===== src/rtl/i2c_reg_target.sv =====
// I2C register-access target: pointer write, data write with auto-increment, and sequential read.
// Define I2C_TARGET_FILTER_EN to add a FilterDepth-sample glitch filter behind the synchronisers.
module i2c_reg_target #(
    parameter logic [6:0] I2CAddress  = 7'h55,
    parameter int         FilterDepth = 3
) (
    input  logic       clk,
    input  logic       reset,
    input  logic       scl_i,
    input  logic       sda_i,
    output logic       sda_o,
    output logic       sda_t,
    output logic [7:0] reg_addr,
    output logic [7:0] reg_wdata,
    output logic       reg_wr,
    output logic       reg_rd,
    input  logic [7:0] reg_rdata,
    output logic       busy
);

`ifdef I2C_TARGET_FILTER_EN
    localparam bit FilterEn = 1'b1;
`else
    localparam bit FilterEn = 1'b0;
`endif

    localparam int CntW         = (FilterDepth > 1) ? $clog2(FilterDepth) : 1;
    localparam int SettleCycles = FilterDepth + 4;
    localparam int SetW         = $clog2(SettleCycles + 1);

    typedef enum logic [3:0] {
        IDLE, ADDR, ADDR_ACK, PTR, PTR_ACK, WDATA, WDATA_ACK, RDATA, RDATA_ACK, IGNORE
    } state_t;

    // Index 1 carries SCL, index 0 carries SDA through the input path.
    logic [1:0]      sync1, sync2, filt, bus_lvl;
    logic [CntW-1:0] filt_cnt [2];
    logic            scl, sda, scl_d, sda_d;
    logic            scl_rise, scl_fall, start_det, stop_det;
    logic [SetW-1:0] settle;
    logic            bus_ready;

    state_t     state;
    logic [2:0] bit_cnt;
    logic [6:0] shreg;
    logic       rw_bit;
    logic [1:0] ack_phase;
    logic [1:0] rd_wait;

    assign sda_o = 1'b0;

    always_ff @(posedge clk or posedge reset) begin
        if (reset) begin
            sync1 <= 2'b11;
            sync2 <= 2'b11;
        end else begin
            sync1 <= {scl_i, sda_i};
            sync2 <= sync1;
        end
    end

    // A line takes a new value only after FilterDepth consecutive samples disagree with it.
    always_ff @(posedge clk or posedge reset) begin
        if (reset) begin
            filt <= 2'b11;
            for (int i = 0; i < 2; i++) filt_cnt[i] <= '0;
        end else begin
            for (int i = 0; i < 2; i++) begin
                if (sync2[i] == filt[i]) begin
                    filt_cnt[i] <= '0;
                end else if (filt_cnt[i] == CntW'(FilterDepth - 1)) begin
                    filt[i]     <= sync2[i];
                    filt_cnt[i] <= '0;
                end else begin
                    filt_cnt[i] <= filt_cnt[i] + 1'b1;
                end
            end
        end
    end

    assign bus_lvl = FilterEn ? filt : sync2;
    assign scl     = bus_lvl[1];
    assign sda     = bus_lvl[0];

    // The reset values of the input pipeline can fake a START when the bus is mid-transfer,
    // so condition detection waits until the pipeline holds only real samples.
    always_ff @(posedge clk or posedge reset) begin
        if (reset) begin
            scl_d  <= 1'b1;
            sda_d  <= 1'b1;
            settle <= '0;
        end else begin
            scl_d <= scl;
            sda_d <= sda;
            if (!bus_ready) settle <= settle + 1'b1;
        end
    end

    assign bus_ready = (settle == SetW'(SettleCycles));
    assign scl_rise  = scl & ~scl_d;
    assign scl_fall  = ~scl & scl_d;
    assign start_det = bus_ready & scl & scl_d & sda_d & ~sda;
    assign stop_det  = bus_ready & scl & scl_d & ~sda_d & sda;

    // ACK states use ack_phase: 0 = waiting for the 8th-clock fall, 1 = waiting for the 9th-clock fall.
    always_ff @(posedge clk or posedge reset) begin
        if (reset) begin
            state     <= IDLE;
            bit_cnt   <= '0;
            shreg     <= '0;
            rw_bit    <= 1'b0;
            ack_phase <= '0;
            rd_wait   <= '0;
            sda_t     <= 1'b1;
            reg_addr  <= '0;
            reg_wdata <= '0;
            reg_wr    <= 1'b0;
            reg_rd    <= 1'b0;
            busy      <= 1'b0;
        end else begin
            reg_wr <= 1'b0;
            reg_rd <= 1'b0;
            if (stop_det) begin
                state   <= IDLE;
                sda_t   <= 1'b1;
                busy    <= 1'b0;
                rd_wait <= '0;
            end else if (start_det) begin
                state   <= ADDR;
                bit_cnt <= '0;
                sda_t   <= 1'b1;
                rd_wait <= '0;
            end else begin
                case (state)
                    ADDR: if (scl_rise) begin
                        if (bit_cnt == 3'd7) begin
                            bit_cnt   <= '0;
                            rw_bit    <= sda;
                            ack_phase <= '0;
                            busy      <= (shreg == I2CAddress);
                            state     <= (shreg == I2CAddress) ? ADDR_ACK : IGNORE;
                        end else begin
                            shreg   <= {shreg[5:0], sda};
                            bit_cnt <= bit_cnt + 3'd1;
                        end
                    end
                    ADDR_ACK: if (scl_fall) begin
                        if (ack_phase == 2'd0) begin
                            sda_t     <= 1'b0;
                            ack_phase <= 2'd1;
                        end else begin
                            sda_t     <= 1'b1;
                            ack_phase <= 2'd0;
                            bit_cnt   <= '0;
                            if (rw_bit) begin
                                reg_rd  <= 1'b1;
                                rd_wait <= 2'd2;
                                state   <= RDATA;
                            end else begin
                                state <= PTR;
                            end
                        end
                    end
                    PTR, WDATA: if (scl_rise) begin
                        if (bit_cnt == 3'd7) begin
                            bit_cnt   <= '0;
                            ack_phase <= '0;
                            if (state == PTR) begin
                                reg_addr <= {shreg, sda};
                                state    <= PTR_ACK;
                            end else begin
                                reg_wdata <= {shreg, sda};
                                reg_wr    <= 1'b1;
                                state     <= WDATA_ACK;
                            end
                        end else begin
                            shreg   <= {shreg[5:0], sda};
                            bit_cnt <= bit_cnt + 3'd1;
                        end
                    end
                    PTR_ACK, WDATA_ACK: if (scl_fall) begin
                        if (ack_phase == 2'd0) begin
                            sda_t     <= 1'b0;
                            ack_phase <= 2'd1;
                        end else begin
                            sda_t     <= 1'b1;
                            ack_phase <= 2'd0;
                            state     <= WDATA;
                            if (state == WDATA_ACK) reg_addr <= reg_addr + 8'd1;
                        end
                    end
                    RDATA: begin
                        if (rd_wait != 2'd0) begin
                            rd_wait <= rd_wait - 2'd1;
                            if (rd_wait == 2'd1) begin
                                shreg <= reg_rdata[6:0];
                                sda_t <= reg_rdata[7];
                            end
                        end else if (scl_rise) begin
                            if (bit_cnt == 3'd7) begin
                                bit_cnt   <= '0;
                                ack_phase <= '0;
                                state     <= RDATA_ACK;
                            end else begin
                                bit_cnt <= bit_cnt + 3'd1;
                            end
                        end else if (scl_fall) begin
                            sda_t <= shreg[6];
                            shreg <= {shreg[5:0], 1'b0};
                        end
                    end
                    RDATA_ACK: begin
                        if (ack_phase == 2'd0 && scl_fall) begin
                            sda_t     <= 1'b1;
                            ack_phase <= 2'd1;
                        end else if (ack_phase == 2'd1 && scl_rise) begin
                            if (sda) begin
                                state <= IGNORE;
                            end else begin
                                reg_addr  <= reg_addr + 8'd1;
                                ack_phase <= 2'd2;
                            end
                        end else if (ack_phase == 2'd2 && scl_fall) begin
                            reg_rd    <= 1'b1;
                            rd_wait   <= 2'd2;
                            bit_cnt   <= '0;
                            ack_phase <= '0;
                            state     <= RDATA;
                        end
                    end
                    IDLE, IGNORE: ;
                    default: state <= IDLE;
                endcase
            end
        end
    end

endmodule


===== config.mk =====
export PLATFORM = sky130hd
export DESIGN_NAME = i2c_reg_target
export DESIGN_NICKNAME = d
export VERILOG_FILES = /design/src/rtl/i2c_reg_target.sv
export SDC_FILE = /design/constraint.sdc
export NUM_CORES = 1
export LEC_CHECK = 0
export ABC_AREA = 1
export CORE_AREA = 2 2 115 117
export DETAILED_ROUTE_END_ITERATION = 12
export DIE_AREA = 0 0 117 119
export HOLD_SLACK_MARGIN = 0.05
export PLACE_DENSITY = 0.45
export SETUP_SLACK_MARGIN = 0.1
export SLEW_MARGIN = 20
export SYNTH_ARGS = -nofsm -noshare
export SYNTH_HDL_FRONTEND = slang
export SYNTH_SLANG_ARGS = --single-unit

===== constraint.sdc =====
create_clock -name clk -period 5.65 [get_ports clk]
set_input_delay 1.695 -clock clk [delete_from_list [all_inputs] [get_ports clk]]
set_output_delay 1.695 -clock clk [all_outputs]
set_load 0.02 [all_outputs]

==> flow_metrics.env <==
export IMPL_average_footprint_of_a_synthesized_cell_um2=7.31
export IMPL_detail_route_wl_per_cell_um=12.8
export IMPL_die_x_um=117
export IMPL_relSlewSlack=0.427
export IMPL_cp_cell_sequence="clkdlybuf4s50_1"
export IMPL_core_region_area_mm2=0.0129
export IMPL_leakagePower_nw=1.58
export IMPL_ctsHoldBuffers=0
export IMPL_synth_cell_types=34
export IMPL_postSynthNetCount=409
export IMPL_initial_antenna_violation_count=0
export IMPL_tritoncts="yes"
export IMPL_critical_path_max_stage_delay_ns=0.59
export IMPL_synthesis_area_mm2=0.00285
export IMPL_route_antenna_remaining_nets=0
export IMPL_detailedRoute_firstPassIterationCount=4
export IMPL_pin_count_of_the_biggest_net_entering_global_routing=49
export IMPL_initial_utilization=0.221
export IMPL_worst_path_dominant_cell_family="buffers and inverters"
export IMPL_area_growth_pct=22.2
export IMPL_timing_fmax_mhz=322
export IMPL_drive_above_1_share=0.107
export IMPL_maxCapViolCount=0
export IMPL_synth_top_cells_by_area="sky130_fd_sc_hd__dfrtp_1 (36%), sky130_fd_sc_hd__nand2_1 (15%), sky130_fd_sc_hd__dfstp_2 (6.5%)"
export IMPL_layout_cells_most_common_list="sky130_fd_sc_hd__nand2_1 (113), sky130_fd_sc_hd__nor2_1 (47), sky130_fd_sc_hd__inv_1 (41), sky130_fd_sc_hd__dfrtp_1 (41), sky130_fd_sc_hd__o21ai_0 (33)"
export IMPL_die_area_mm2=0.0139
export IMPL_critical_path_buf_inv_count=1
export IMPL_finalMaxSlewViolations=0
export IMPL_finalHoldViolations=0
export IMPL_post_synth_xor_area_fraction=0.0154
export IMPL_yosys_warning_count=0
export IMPL_clockRootBuffer="sky130_fd_sc_hd__clkbuf_16"
export IMPL_max_clock_path_buffers=2
export IMPL_dp_hpwl_um=5790
export IMPL_critical_path_endpoint_type="output port"
export IMPL_io_buffer_count=31
export IMPL_globalplace_congestion=0.847
export IMPL_placed_cell_count=590
export IMPL_synth_largest_area_cell="sky130_fd_sc_hd__dfrtp_1"
export IMPL_dr_drc_count=0
export IMPL_setup_viol_count_final=0
export IMPL_outcome="finished clean"
export IMPL_clock_sinks=48
export IMPL_grt_pass1_wl_um=12500
export IMPL_synthSimpleGateAreaFrac=0.320
export IMPL_layoutNonFillerInstCount=598
export IMPL_post_cts_buffers=0
export IMPL_numCtsBuffers=5
export IMPL_htreeDepth=2
export IMPL_yosysSeqAreaShare=0.424
export IMPL_yosys_area_top_type_share=0.360
export IMPL_drt_wl_total_um=7660
export IMPL_most_common_cell_after_layout_fill_and_taps_aside="sky130_fd_sc_hd__nand2_1"
export IMPL_largest_family_of_logic_cells_by_synthesized_area="simple AND/OR/NAND/NOR gates"
export IMPL_timing_worst_slew_pin_value_ns=0.859
export IMPL_placement_rows=42
export IMPL_grt_pass1_vias=2461
export IMPL_rsz0062_at_grt="false"
export IMPL_timing_critical_path_required_ns=3.95
export IMPL_finalCritPeriodShare=0.549
export IMPL_drt_iter0_markers=124
export IMPL_max_vdd_ir_drop_mv=0.130
export IMPL_synth_compound_area_frac=0.122
export IMPL_finalSetupTns_ns=0
export IMPL_clk_transition_reported_paths_ns=0.07
export IMPL_timing_critical_path_arrival_ns=1.41
export IMPL_post_synth_fa_ha_maj_area_fraction=0.0307
export IMPL_antenna_diode_count=0
export IMPL_via_count=2547
export IMPL_slowest_stage="sky130_fd_sc_hd__clkdlybuf4s50_1"
export IMPL_vias_per_cell=4.26
export IMPL_timing_worst_setup_path_type="reg2out"
export IMPL_muxShareOfSynthArea=0.00790
export IMPL_combined_global_route_utilization_of_all_metal_layers=0.115
export IMPL_final_skew_ns=0.00825
export IMPL_hold_path_class="reg2reg"
export IMPL_critical_path_startpoint_type="register"
export IMPL_powerDensity_mw_per_mm2=413
export IMPL_path_max_fanout=2
export IMPL_ioPinCount=33
export IMPL_fp_dieH_um=119
export IMPL_latest_clock_arrival_within_the_worst_skew_pair_ns=0.29
export IMPL_grt_overflow_total=0
export IMPL_min_period_ns=3.10
export IMPL_post_cts_resized_instances=0
export IMPL_synth_seq_cells=48
export IMPL_post_synth_inst_count=390
export IMPL_finalNetCount=440
## stage by stage
step / worst slack (ns) / util / power [W] / hold WS, ns / cell area (um2)
2_1_floorplan: 2.82 / - / 0.000952 / 0.345 / 2850
3_3_place_gp: 2.60 / 0.259 / 0.00114 / 0.346 / 3330
3_5_place_dp: 2.57 / 0.259 / 0.00113 / 0.347 / 3330
4_1_cts: 2.53 / 0.270 / 0.00146 / 0.358 / 3480
5_1_grt: 2.49 / 0.271 / 0.00156 / 0.361 / 3480
6_report: 2.55 / 0.271 / 0.00144 / 0.356 / 3480
## worst paths after layout
| path | start | end | slack [ns] | cells after the start |
|---|---|---|---|---|
| min in group asynchronous | reset | settle[1]$_DFFE_PP0P_ | 1.88 | 2 |
| worst max register to register | settle[0]$_DFFE_PP0P_ | reg_addr[6]$_DFFE_PP0P_ | 3.15 | 12 |
| worst min-delay path | sync1[0]$_DFF_PP1_ | bus_lvl[0]$_DFF_PP1_ | 0.36 | 0 |
| max in group asynchronous | reset | reg_wdata[3]$_DFFE_PP0P_ | 3.26 | 2 |
| worst min register to register | sync1[0]$_DFF_PP1_ | bus_lvl[0]$_DFF_PP1_ | 0.36 | 0 |
| worst max-delay path | sda_t$_DFFE_PP1P_ | sda_t | 2.55 | 1 |
## cells by family (layout without fill, tap and decap cells)
kind of cell,count (synthesis),count (layout)
muxes,2,2
xor gates and xnor gates,5,5
DFF,48,48
AOI/OAI and AO/OA,62,62
buffers and inverters,53,85
adders and majority gates,7,7
other,1,1
and+or+nand+nor,212,212
## registers in the layout, summed over array words and instances (netlist names), 3 cells and up
name	count
bit_cnt	3
reg_addr	8
reg_wdata	8
settle	3
shreg	7
state	4
## report_power, final
part | switching, W | internal, W
Combinational | 0.000428 | 0.000219
Sequential | 0.0000664 | 0.000413
Clock | 0.000135 | 0.000177
## synthesized netlist by cell type
master / n
sky130_fd_sc_hd__o21ai_0: 33
sky130_fd_sc_hd__buf_2: 1
sky130_fd_sc_hd__nor2_2: 7
sky130_fd_sc_hd__dfrtp_1: 41
sky130_fd_sc_hd__nand3_2: 2
sky130_fd_sc_hd__inv_1: 42
sky130_fd_sc_hd__conb_1: 1
sky130_fd_sc_hd__nand2_2: 5
sky130_fd_sc_hd__nor3_1: 8
sky130_fd_sc_hd__nand3_1: 22
sky130_fd_sc_hd__clkbuf_1: 1
sky130_fd_sc_hd__xnor2_1: 2
sky130_fd_sc_hd__o21ai_2: 7
sky130_fd_sc_hd__or2_2: 1
sky130_fd_sc_hd__xor2_1: 3
sky130_fd_sc_hd__nand4_2: 1
sky130_fd_sc_hd__nor2_4: 1
sky130_fd_sc_hd__dfstp_2: 7
sky130_fd_sc_hd__nor4_1: 1
sky130_fd_sc_hd__ha_1: 7
sky130_fd_sc_hd__buf_4: 4
sky130_fd_sc_hd__o22ai_1: 1
sky130_fd_sc_hd__nor3b_2: 1
sky130_fd_sc_hd__clkinv_1: 1
sky130_fd_sc_hd__a21oi_1: 8
sky130_fd_sc_hd__nand2_1: 113
sky130_fd_sc_hd__nand4_1: 3
sky130_fd_sc_hd__inv_2: 3
sky130_fd_sc_hd__nor2_1: 47
sky130_fd_sc_hd__buf_6: 1
sky130_fd_sc_hd__o2bb2ai_1: 1
sky130_fd_sc_hd__o21ai_1: 7
sky130_fd_sc_hd__mux2_2: 2
sky130_fd_sc_hd__a31oi_1: 5
## area by class of cell
cell class	count	area (um2)
fill	1426	9390
clock buffer	7	143
timing repair buffer	31	310
tap	176	220
multi-input combinational	289	1420
inverter	46	174
sequential	48	1210
clock inverter	1	7.51
## per-layer routing
layer	up-vias	global-route usage	wire, um
met1	1163	0.175	3890
met3	4	0.0168	347
met2	68	0.168	3340
met5	-	0	0
met4	0	0.0294	80
li1	1312	-	-
No activity file was read; power rests on OpenSTA's default activity.
